[src/rtl/cv32e40p_x_if_pkg.sv]
// Shared types and helpers for the eXtension interface and its Xmem-to-OBI bridge.
package cv32e40p_x_if_pkg;

  typedef enum logic [0:0] {
    READ  = 1'b0,
    WRITE = 1'b1
  } mem_req_type_e;

  // Xmem access size encodings; 3..7 are illegal
  localparam logic [2:0] XMEM_BYTE = 3'd0;
  localparam logic [2:0] XMEM_HALF = 3'd1;
  localparam logic [2:0] XMEM_WORD = 3'd2;

  localparam logic XMEM_STATUS_OK  = 1'b0;
  localparam logic XMEM_STATUS_ERR = 1'b1;

  typedef enum logic [1:0] {
    StIdle,
    StAddr,
    StRvalid,
    StResp
  } xmem_obi_state_e;

  function automatic logic xmem_width_legal(input logic [2:0] width);
    return (width == XMEM_BYTE) || (width == XMEM_HALF) || (width == XMEM_WORD);
  endfunction

  function automatic logic xmem_misaligned(input logic [2:0] width, input logic [1:0] addr_lo);
    return ((width == XMEM_HALF) && addr_lo[0]) || ((width == XMEM_WORD) && (addr_lo != 2'b00));
  endfunction

  // Index of the last valid data bit for a legal width, 0 otherwise
  function automatic logic [5:0] xmem_range(input logic [2:0] width);
    case (width)
      XMEM_BYTE: return 6'd7;
      XMEM_HALF: return 6'd15;
      XMEM_WORD: return 6'd31;
      default:   return 6'd0;
    endcase
  endfunction

endpackage

[src/rtl/cv32e40p_xmem_lsu_align.sv]
// Combinational byte-lane alignment: byte enables, write-data lane shift and
// read-data LSB alignment with zero extension to the access width.
module cv32e40p_xmem_lsu_align
  import cv32e40p_x_if_pkg::*;
(
  input  logic [1:0]  addr_lo_i,
  input  logic [2:0]  width_i,
  input  logic [31:0] wdata_i,
  input  logic [31:0] rdata_i,
  output logic [3:0]  be_o,
  output logic [31:0] wdata_o,
  output logic [31:0] rdata_o
);

  logic [4:0]  shamt;
  logic [31:0] rdata_mask;

  assign shamt = {addr_lo_i, 3'b000};

  // Decode enables and read mask from size; enables past lane 3 fall off the top
  always_comb begin
    be_o       = 4'b0000;
    rdata_mask = 32'h0000_0000;
    case (width_i)
      XMEM_BYTE: begin
        be_o       = 4'b0001 << addr_lo_i;
        rdata_mask = 32'h0000_00ff;
      end
      XMEM_HALF: begin
        be_o       = 4'b0011 << {addr_lo_i[1], 1'b0};
        rdata_mask = 32'h0000_ffff;
      end
      XMEM_WORD: begin
        be_o       = 4'b1111;
        rdata_mask = 32'hffff_ffff;
      end
      default: ;
    endcase
    wdata_o = wdata_i << shamt;
    rdata_o = (rdata_i >> shamt) & rdata_mask;
  end

endmodule

[src/rtl/cv32e40p_xmem_obi_bridge.sv]
// Bridges single Xmem requests onto an OBI data port, one transaction at a time.
// Optional feature: define XMEM_OBI_MISALIGN_CHECK_EN to reject misaligned
// half/word accesses locally instead of issuing them on OBI.
module cv32e40p_xmem_obi_bridge
  import cv32e40p_x_if_pkg::*;
#(
  parameter int unsigned RANGE_W             = 5,
  parameter logic        MISALIGN_ERR_STATUS = 1'b1
) (
  input  logic               clk_i,
  input  logic               rst_ni,
  input  logic               xmem_q_valid_i,
  output logic               xmem_q_ready_o,
  input  logic [31:0]        xmem_q_laddr_i,
  input  logic [31:0]        xmem_q_wdata_i,
  input  logic [2:0]         xmem_q_width_i,
  input  mem_req_type_e      xmem_q_req_type_i,
  input  logic               xmem_q_mode_i,
  input  logic               xmem_q_spec_i,
  input  logic               xmem_q_endoftransaction_i,
  output logic               xmem_p_valid_o,
  input  logic               xmem_p_ready_i,
  output logic [31:0]        xmem_p_rdata_o,
  output logic [RANGE_W-1:0] xmem_p_range_o,
  output logic               xmem_p_status_o,
  output logic               data_req_o,
  input  logic               data_gnt_i,
  output logic [31:0]        data_addr_o,
  output logic               data_we_o,
  output logic [3:0]         data_be_o,
  output logic [31:0]        data_wdata_o,
  input  logic               data_rvalid_i,
  input  logic [31:0]        data_rdata_i,
  input  logic               data_err_i
);

  xmem_obi_state_e    state_q;
  logic               ready_q, req_q, p_valid_q;
  logic [31:0]        addr_q, wdata_q, rdata_q;
  logic [2:0]         width_q;
  logic               we_q, status_q;
  logic [RANGE_W-1:0] range_q;

  logic               q_reject;
  logic [3:0]         be_lane;
  logic [31:0]        wdata_lane, rdata_lsb;
  logic               unused_q_hints;

  assign unused_q_hints = xmem_q_mode_i ^ xmem_q_spec_i ^ xmem_q_endoftransaction_i;

  // Decide whether an incoming request must be answered locally with an error
  always_comb begin
`ifdef XMEM_OBI_MISALIGN_CHECK_EN
    q_reject = !xmem_width_legal(xmem_q_width_i) ||
               xmem_misaligned(xmem_q_width_i, xmem_q_laddr_i[1:0]);
`else
    q_reject = !xmem_width_legal(xmem_q_width_i);
`endif
  end

  cv32e40p_xmem_lsu_align u_align (
    .addr_lo_i (addr_q[1:0]),
    .width_i   (width_q),
    .wdata_i   (wdata_q),
    .rdata_i   (data_rdata_i),
    .be_o      (be_lane),
    .wdata_o   (wdata_lane),
    .rdata_o   (rdata_lsb)
  );

  // Transaction FSM with registered handshake outputs and response register
  always_ff @(posedge clk_i or negedge rst_ni) begin
    if (!rst_ni) begin
      state_q   <= StIdle;
      ready_q   <= 1'b0;
      req_q     <= 1'b0;
      p_valid_q <= 1'b0;
      addr_q    <= 32'h0;
      wdata_q   <= 32'h0;
      width_q   <= 3'd0;
      we_q      <= 1'b0;
      rdata_q   <= 32'h0;
      status_q  <= 1'b0;
      range_q   <= '0;
    end else begin
      case (state_q)
        StIdle: begin
          ready_q <= 1'b1;
          if (xmem_q_valid_i && ready_q) begin
            ready_q <= 1'b0;
            addr_q  <= xmem_q_laddr_i;
            wdata_q <= xmem_q_wdata_i;
            width_q <= xmem_q_width_i;
            we_q    <= (xmem_q_req_type_i == WRITE);
            if (q_reject) begin
              state_q   <= StResp;
              p_valid_q <= 1'b1;
              status_q  <= MISALIGN_ERR_STATUS;
              rdata_q   <= 32'h0;
              range_q   <= '0;
            end else begin
              state_q <= StAddr;
              req_q   <= 1'b1;
            end
          end
        end
        StAddr: begin
          if (data_gnt_i) begin
            req_q   <= 1'b0;
            state_q <= StRvalid;
          end
        end
        StRvalid: begin
          if (data_rvalid_i) begin
            rdata_q   <= we_q ? 32'h0 : rdata_lsb;
            status_q  <= data_err_i;
            range_q   <= RANGE_W'(xmem_range(width_q));
            p_valid_q <= 1'b1;
            state_q   <= StResp;
          end
        end
        StResp: begin
          if (xmem_p_ready_i) begin
            p_valid_q <= 1'b0;
            ready_q   <= 1'b1;
            state_q   <= StIdle;
          end
        end
        default: state_q <= StIdle;
      endcase
    end
  end

  assign xmem_q_ready_o  = ready_q;
  assign xmem_p_valid_o  = p_valid_q;
  assign xmem_p_rdata_o  = rdata_q;
  assign xmem_p_range_o  = range_q;
  assign xmem_p_status_o = status_q;
  assign data_req_o      = req_q;
  assign data_addr_o     = {addr_q[31:2], 2'b00};
  assign data_we_o       = we_q & req_q;
  assign data_be_o       = req_q ? be_lane : 4'b0000;
  assign data_wdata_o    = req_q ? wdata_lane : 32'h0;

endmodule

[config.mk]
export PLATFORM = sky130hd
export DESIGN_NAME = cv32e40p_xmem_obi_bridge
export DESIGN_NICKNAME = d
export VERILOG_FILES = /design/src/rtl/cv32e40p_x_if_pkg.sv /design/src/rtl/cv32e40p_xmem_lsu_align.sv /design/src/rtl/cv32e40p_xmem_obi_bridge.sv
export SDC_FILE = /design/constraint.sdc
export NUM_CORES = 1
export LEC_CHECK = 0
export CORE_UTILIZATION = 32
export DETAILED_ROUTE_END_ITERATION = 8
export SYNTH_ARGS = -nofsm -noshare
export SYNTH_HDL_FRONTEND = slang
export SYNTH_SLANG_ARGS = --single-unit
[constraint.sdc]
create_clock -name clk_i -period 2.9 [get_ports clk_i]
set_input_delay 0.29 -clock clk_i [delete_from_list [all_inputs] [get_ports clk_i]]
set_output_delay 0.29 -clock clk_i [all_outputs]
set_load 0.01 [all_outputs]
==> metrics.md, run 1 <==
| Metric | Value |
|---|---|
| Status | finished, final reports clean |
| Filler cells | between 1500 and 2000 |
| Vias in the first global route | about 4600 |
| Die ar. | 0.0181 mm2 |
| Max Buffers Root-to-Sink | 2 |
| Cell Count Post-Placement | 875 |
| P&R area growth vs syn | 43.3% |
| Crit start category | flip-flop |
| Multi-input gate area | 0.00249 mm2 |
| Clock-pin slew on the worst setup and hold paths | around 0.07 ns |
| GRT Overall Usage | 18.0% |
| PD cells | 1040 mW/mm2 |
| Critical path endpoint category | output pin |
| Register area | roughly 0.0027 mm2 |
| Int Power | 0.00529 W |
| Drt drc | 0 |
| Nets@finish | 776 |
| Total core area | between 0.015 and 0.02 mm2 |
| VDD IR max | 0.543 mV |
| Clock Power Share | 15.0% |
| Register area share after synthesis | between 40% and 50% |
| Ys async rst share | 100% |
| Initial antenna violation count | 0 |
| Inserted Clock Buffers | 9 |
| Fin area | approximately 0.0081 mm2 |
| Cell area after synthesis | roughly 0.0056 mm2 |
| DP HPWL | approximately 11000 um |
| Initial Utilization | 32.7% |
| CP Max Fanout | 9 |
| Area fraction of the dominant cell type after synthesis | 48.5% |
| Clk Latency, worst-skew pair | 0.35 ns |
| Setup violations, final | 0 |
| Largest net degree at the start of global routing | a little over 60 |
| Worst Path Arrival | 2.39 ns |
| Dominant cell type by area after synthesis | dfrtp_1 |
| Via density per instance | 4.89 |
| # rows | 48 |
| Post-Route WL | between 15000 and 20000 um |
| Overflow after GRT | 0 |
| Sw Ratio | between 30% and 40% |
| Setup TNS | 0 ns |
| # diodes | 0 |
| Dominant synthesized flop cell | dfrtp_1 |
| PortBufs | about 210 |
| Wire per inst | between 15 and 20 um |
| Logic pwr share | between 50 and 60% |
| TritonCTS clock tree | yes |
| Sequential power share | between 30% and 40% |
| Num Clock Sinks | between 100 and 150 |
| Final min period | between 2 and 3 ns |
| Worst path required time | approximately 2.6 ns |
| Tightest Pin Transition | 0.989 ns |
| Vias | about 4400 |
| Endpoints failing hold | 0 |
| Pins over their slew limit | 0 |
| Die height | ~130 um |
| Hold_buf cts | 0 |
| RSZ-0062 raised after global routing | no |
| Routability cong. | about 0.80 |
| Synth Area per Inst | around 11 um2 |
| Unique masters post-synth | between 40 and 50 |
| Crit Path Class | flip-flop to output pin |
| Remaining antenna violation count | 0 |
| Setup repair bufs after CTS | 0 |
| First-pass GRT wire length | 25100 um |
| I/O pin total | 220 |
| DR iter-0 viols | 150 |
| Non-filler instance count after layout | a little under 900 |
| Layout cells sized above 1 | between 15 and 20% |
| Post-cts repair resize count | 0 |
| Synth top cells by count | dfrtp_1 (109), mux2_2 (70), buf_4 (34) |
| H-Tree Depth | 3 |
| Area contributors post-synth | dfrtp_1 (48%), mux2_2 (14%), mux2i_1 (5.7%) |
| Die Wd | between 100 and 150 um |
| Synth warn | 0 |
| Switching pwr | roughly 0.0031 W |
| Yosys reg bits | roughly 110 |
| Hold crit path type | input port to async pin |
| Max Cap Violations | 0 |
| Clock skew | a little over 0.005 ns |
| FMAX | 373 MHz |
| Root Driver | clkbuf_16 |
| DP Worst Slack | 0.394 ns |
| Most common cell in the netlist | dfrtp_1 |
| Synthesized instance count | a little under 500 |
| Final worst-path setup slack | around 0.22 ns |
| Fin crit share | 92.5% |
| Hold Slack | 0.0169 ns |
| Pre-Repair DR Iteration Count | 4 |
| Max-slew headroom | 33.9% |
| Post-synth EDFFs | 0 |
| Lkg Pwr | 3.36 nW |
| Dpl cell area | 0.00777 mm2 |
[layout make-up]
type,count,share of cell area [%]
Inverter,9,0.419
Sequential cell,109,33.9
Multi-Input combinational cell,310,30.9
Clock inverter,4,0.589
Timing Repair Buffer,222,27.6
Clock buffer,11,3.13
Tap cell,225,3.49
[registers in the layout, summed over array words and instances, names as in the netlist]
signal / flops
state_q: 2
data_req_o: 1
we_q: 1
xmem_p_rdata_o: 32
wdata_q: 32
xmem_p_range_o: 3
xmem_p_status_o: 1
xmem_q_ready_o: 1
xmem_p_valid_o: 1
width_q: 3
addr_q: 32
[per-layer routing]
layer | part of all wire [%] | global-route usage, % | vias up
met2 | 47 | 29.0 | 160
li1 | - | - | 2048
met1 | 43 | 22.8 | 2125
met4 | 2.3 | 6.99 | 0
met5 | 0 | 0 | -
met3 | 7.4 | 5.11 | 23
[worst paths after layout]
| kind | start | endpoint | slack [ns] | cells after the start |
|---|---|---|---|---|
| worst max-delay path | data_req_o$_DFFE_PN0P_ | data_wdata_o[2] | 0.22 | 4 |
| worst min-delay path | rst_ni | xmem_p_rdata_o[15]$_DFFE_PN0P_ | 0.02 | 1 |
| worst max register to register | state_q[0]$_DFFE_PN0P_ | xmem_p_rdata_o[30]$_DFFE_PN0P_ | 0.42 | 6 |
| worst min register to register | xmem_p_rdata_o[21]$_DFFE_PN0P_ | xmem_p_rdata_o[21]$_DFFE_PN0P_ | 0.48 | 2 |
| max in group asynchronous | rst_ni | we_q$_DFFE_PN0P_ | 2.07 | 2 |
| min in group clk_i | xmem_p_rdata_o[21]$_DFFE_PN0P_ | xmem_p_rdata_o[21]$_DFFE_PN0P_ | 0.48 | 2 |
[placed cells by master, fill, tap and decap left out, types with 4 or more instances in the layout]
cell / count
nand2_1: 29
mux2_2: 70
nor2b_1: 19
a211o_1: 8
ha_1: 5
a21oi_1: 17
and2_1: 10
dfrtp_1: 107
inv_1: 8
a22o_1: 17
mux2i_1: 32
buf_4: 7
nor2_1: 30
clkbuf_16: 9
clkdlybuf4s50_1: 213
nand2b_1: 4
o21ai_2: 8
o21ai_0: 13
a32o_1: 8
a211oi_1: 16
[critical path: stages (launching register included)]
cell and delay (ns):
dfrtp_1 0.46, nand2b_1 0.33, nor2_1 0.50, and2_1 0.21
clkdlybuf4s50_1 0.53
[kinds of logic (layout without fill, tap and decap cells)]
family                   Yosys count  in the layout  synth area share [%]
flip-flops                       109            109                  48.5
multiplexers                     102            102                  19.7
AND/OR/NAND/NOR                  102            102                  9.49
AO/OA/AOI/OAI                     98             98                  13.5
buffers and inverters             72            246                  7.53
adder cells (fa/ha/maj)            5              5                  1.11
other                              1              2                0.0666
XOR/XNOR                           1              1                 0.156
[per-stage QoR]
step | util (%) | power, W
floorplan | - | 0.00537
global placement | 45.1 | 0.00711
detailed placement | 45.1 | 0.00718
CTS | 46.8 | 0.00850
global route | 46.8 | 0.00896
finish | 46.8 | 0.00840
[power groups by stage]
stage,Clock (W),Combinational [W],Sequential [W]
after floorplan,0,0.00278,0.00260
after global placement,0,0.00435,0.00276
after detailed placement,0,0.00439,0.00280
after CTS,0.00131,0.00441,0.00277
after global routing,0.00136,0.00474,0.00286
final,0.00126,0.00438,0.00276
No activity file was read; power rests on OpenSTA's default activity.
==> run 2: changes to the inputs <==
- CELL_PAD_IN_SITES_DETAIL_PLACEMENT: unset -> 0
- CELL_PAD_IN_SITES_GLOBAL_PLACEMENT: unset -> 1
- DONT_BUFFER_PORTS: unset -> 1
- PLACE_DENSITY_LB_ADDON: unset -> 0.1
- TNS_END_PERCENT: unset -> 1
==> run 2 against run 1 <==
Net effect: clock skew increased by 0.0034 ns; global-route usage decreased by 2.0 points; largest cell class unchanged; utilization down 12 points; largest power group is now sequential cells; critical path type unchanged; via count down 18%; cell count down 23%.
==> metrics.md, run 2 (synthesis gave the netlist of run 1 again) <==
| Metric | Value |
|---|---|
| Largest net degree at the start of global routing | 110 |
| Post-cts repair resize count | 0 |
| DP Worst Slack | between 0.5 and 0.6 ns |
| Setup violations, final | 0 |
| Crit Path Class | flip-flop to output pin |
| Die height | ~130 um |
| Commonest non-fill, non-tap cell in the layout | dfrtp_1 |
| Initial antenna violation count | 2 |
| Nets@finish | roughly 560 |
| Root Driver | clkbuf_16 |
| Fin crit share | between 80% and 90% |
| TritonCTS clock tree | yes |
| Clock-pin slew on the worst setup and hold paths | around 0.08 ns |
| Worst Path Arrival | 2.25 ns |
| Clock skew | 0.00856 ns |
| Remaining antenna violation count | 0 |
| Worst path max stage delay | 0.63 ns |
| Max-slew headroom | ~53% |
| WHS Endpoint | xmem_p_rdata_o[29]$_DFFE_PN0P_ |
| Commonest cells after routing, fill and taps aside | dfrtp_1 (107), mux2_2 (70), mux2i_1 (32) |
| Vias in the first global route | ~3800 |
| Final worst-path setup slack | about 0.36 ns |
| Highest Signal Layer | met4 |
| Post-Route WL | between 10000 and 15000 um |
| Setup TNS | 0 ns |
| Final min period | 2.54 ns |
| Min-Delay Path Depth | 1 |
| Dpl cell area | ~0.0056 mm2 |
| DR iter-0 viols | about 160 |
| FMAX | around 390 MHz |
| Hold crit path type | input port to flip-flop |
| Pins over their slew limit | 0 |
| CP max-delay cell | dfrtp_2 |
| RR Endpoint | xmem_p_rdata_o[6]$_DFFE_PN0P_ |
| Tightest Pin Transition | 0.708 ns |
| First-pass GRT wire length | about 22000 um |
| Lkg Pwr | between 2 and 3 nW |
| Met2 WL | approximately 7000 um |
| Final core occ | between 30 and 40% |
| Die ar. | between 0.015 and 0.02 mm2 |
| CP cell instances | nand2b_1 -> nor2_1 -> and2_1 |
| Status | finished, final reports clean |
| Total core area | 0.0172 mm2 |
| Endpoints failing hold | 0 |
| Drt drc | 0 |
| Worst reg-to-reg setup slack | about 0.56 ns |
| Wire per inst | ~21 um |
| Routability cong. | 0.787 |
| PortBufs | 0 |
| Overflow after GRT | 0 |
| H-Tree Depth | 3 |
| GRT Overall Usage | 16.0% |
| CP Max Fanout | 33 |
| DP HPWL | approximately 10000 um |
| PD cells | approximately 1200 mW/mm2 |
| Worst r2r path cells | 6 |
| VDD IR max | a little under 0.4 mV |
| Crit start category | flip-flop |
| Inserted Clock Buffers | 9 |
| Fin area | a little under 0.006 mm2 |
| # rows | 48 |
| Wire length on met3 | ~1500 um |
| Max Cap Violations | 0 |
| Die Wd | between 100 and 150 um |
| Critical path endpoint category | output pin |
| Hold Slack | about 0.07 ns |
| Vias | approximately 3600 |
| Clk Latency, worst-skew pair | 0.35 ns |
| P&R area growth vs syn | 5.53% |
| Worst path required time | between 2 and 3 ns |
| I/O pin total | 220 |
| Pre-Repair DR Iteration Count | 6 |
| HP Start | data_rdata_i[29] |
| RSZ-0062 raised after global routing | no |
| Max Buffers Root-to-Sink | 2 |
| Met1 WL | between 5000 and 6000 um |
| Num Clock Sinks | around 110 |
| Initial Utilization | roughly a third |
| Layout cells sized above 1 | between 20% and 30% |
| Via density per instance | 5.25 |
| R2R Path Start | state_q[0]$_DFFE_PN0P_ |
==> run 2: cell count changes in the layout (fill, tap and decap cells not counted), sizes merged <==
cell,delta
inv,+3
clkbuf,-2
diode,+2
clkinv,+1
dlygate4sd3,+1
clkinvlp,-1
clkdlybuf4s50,-213
==> run 2: cell type report <==
class                      count  area (um2)
timing repair buffer          10        97.6
tap                          225         282
clock inverter                 7        71.3
multi-input combinational    310        2490
sequential                   109        2730
clock buffer                   9         225
inverter                       9        33.8
antenna                        2        5.00
fill                        1723       11300
==> run 2: how the worst max path moves through the flow <==
stage,from,end,slack (ns),depth (start not counted)
2_1_floorplan,state_q[0]$_DFFE_PN0P_,xmem_p_rdata_o[18]$_DFFE_PN0P_,1.05,7
3_3_place_gp,state_q[0]$_DFFE_PN0P_,xmem_p_rdata_o[1]$_DFFE_PN0P_,0.61,6
3_5_place_dp,state_q[0]$_DFFE_PN0P_,xmem_p_rdata_o[5]$_DFFE_PN0P_,0.56,6
4_1_cts,addr_q[1]$_DFFE_PN0P_,data_wdata_o[1],0.34,3
5_1_grt,addr_q[1]$_DFFE_PN0P_,data_wdata_o[1],0.22,3
6_report,addr_q[1]$_DFFE_PN0P_,data_wdata_o[1],0.36,3
==> run 2: per-stage QoR <==
step                      total power [W]  std cells
final                             0.00704        681
after global routing              0.00754        679
after CTS                         0.00715        679
after detailed placement          0.00581        661
after global placement            0.00575        661
after floorplan                   0.00537        491
==> run 2: layer usage <==
layer  vias up  GRT usage, %
met4         0          5.81
met2       142          26.1
li1       1623             -
met5         -             0
met1      1792          18.4
met3        19          7.02
==> run 2: critical path: cells and delay by family (launching register included) <==
family / cells / cell delay (ns)
flip-flops: 1 / 0.63
AND/OR/NAND/NOR: 3 / 1.25
==> run 2: timing repair <==
action	CTS	global route
hold buffers	2	0
hold endpoints to repair	109	0
setup buffers	0	0
==> run 2: where the power goes <==
group / switching [W] / total, W / internal (W) / leakage (nW)
sequential: 0.000927 / 0.00310 / 0.00217 / 1.35
clock: 0.000600 / 0.00128 / 0.000676 / 0.150
combinational: 0.00142 / 0.00267 / 0.00124 / 1.06
total: 0.00295 / 0.00704 / 0.00409 / 2.56
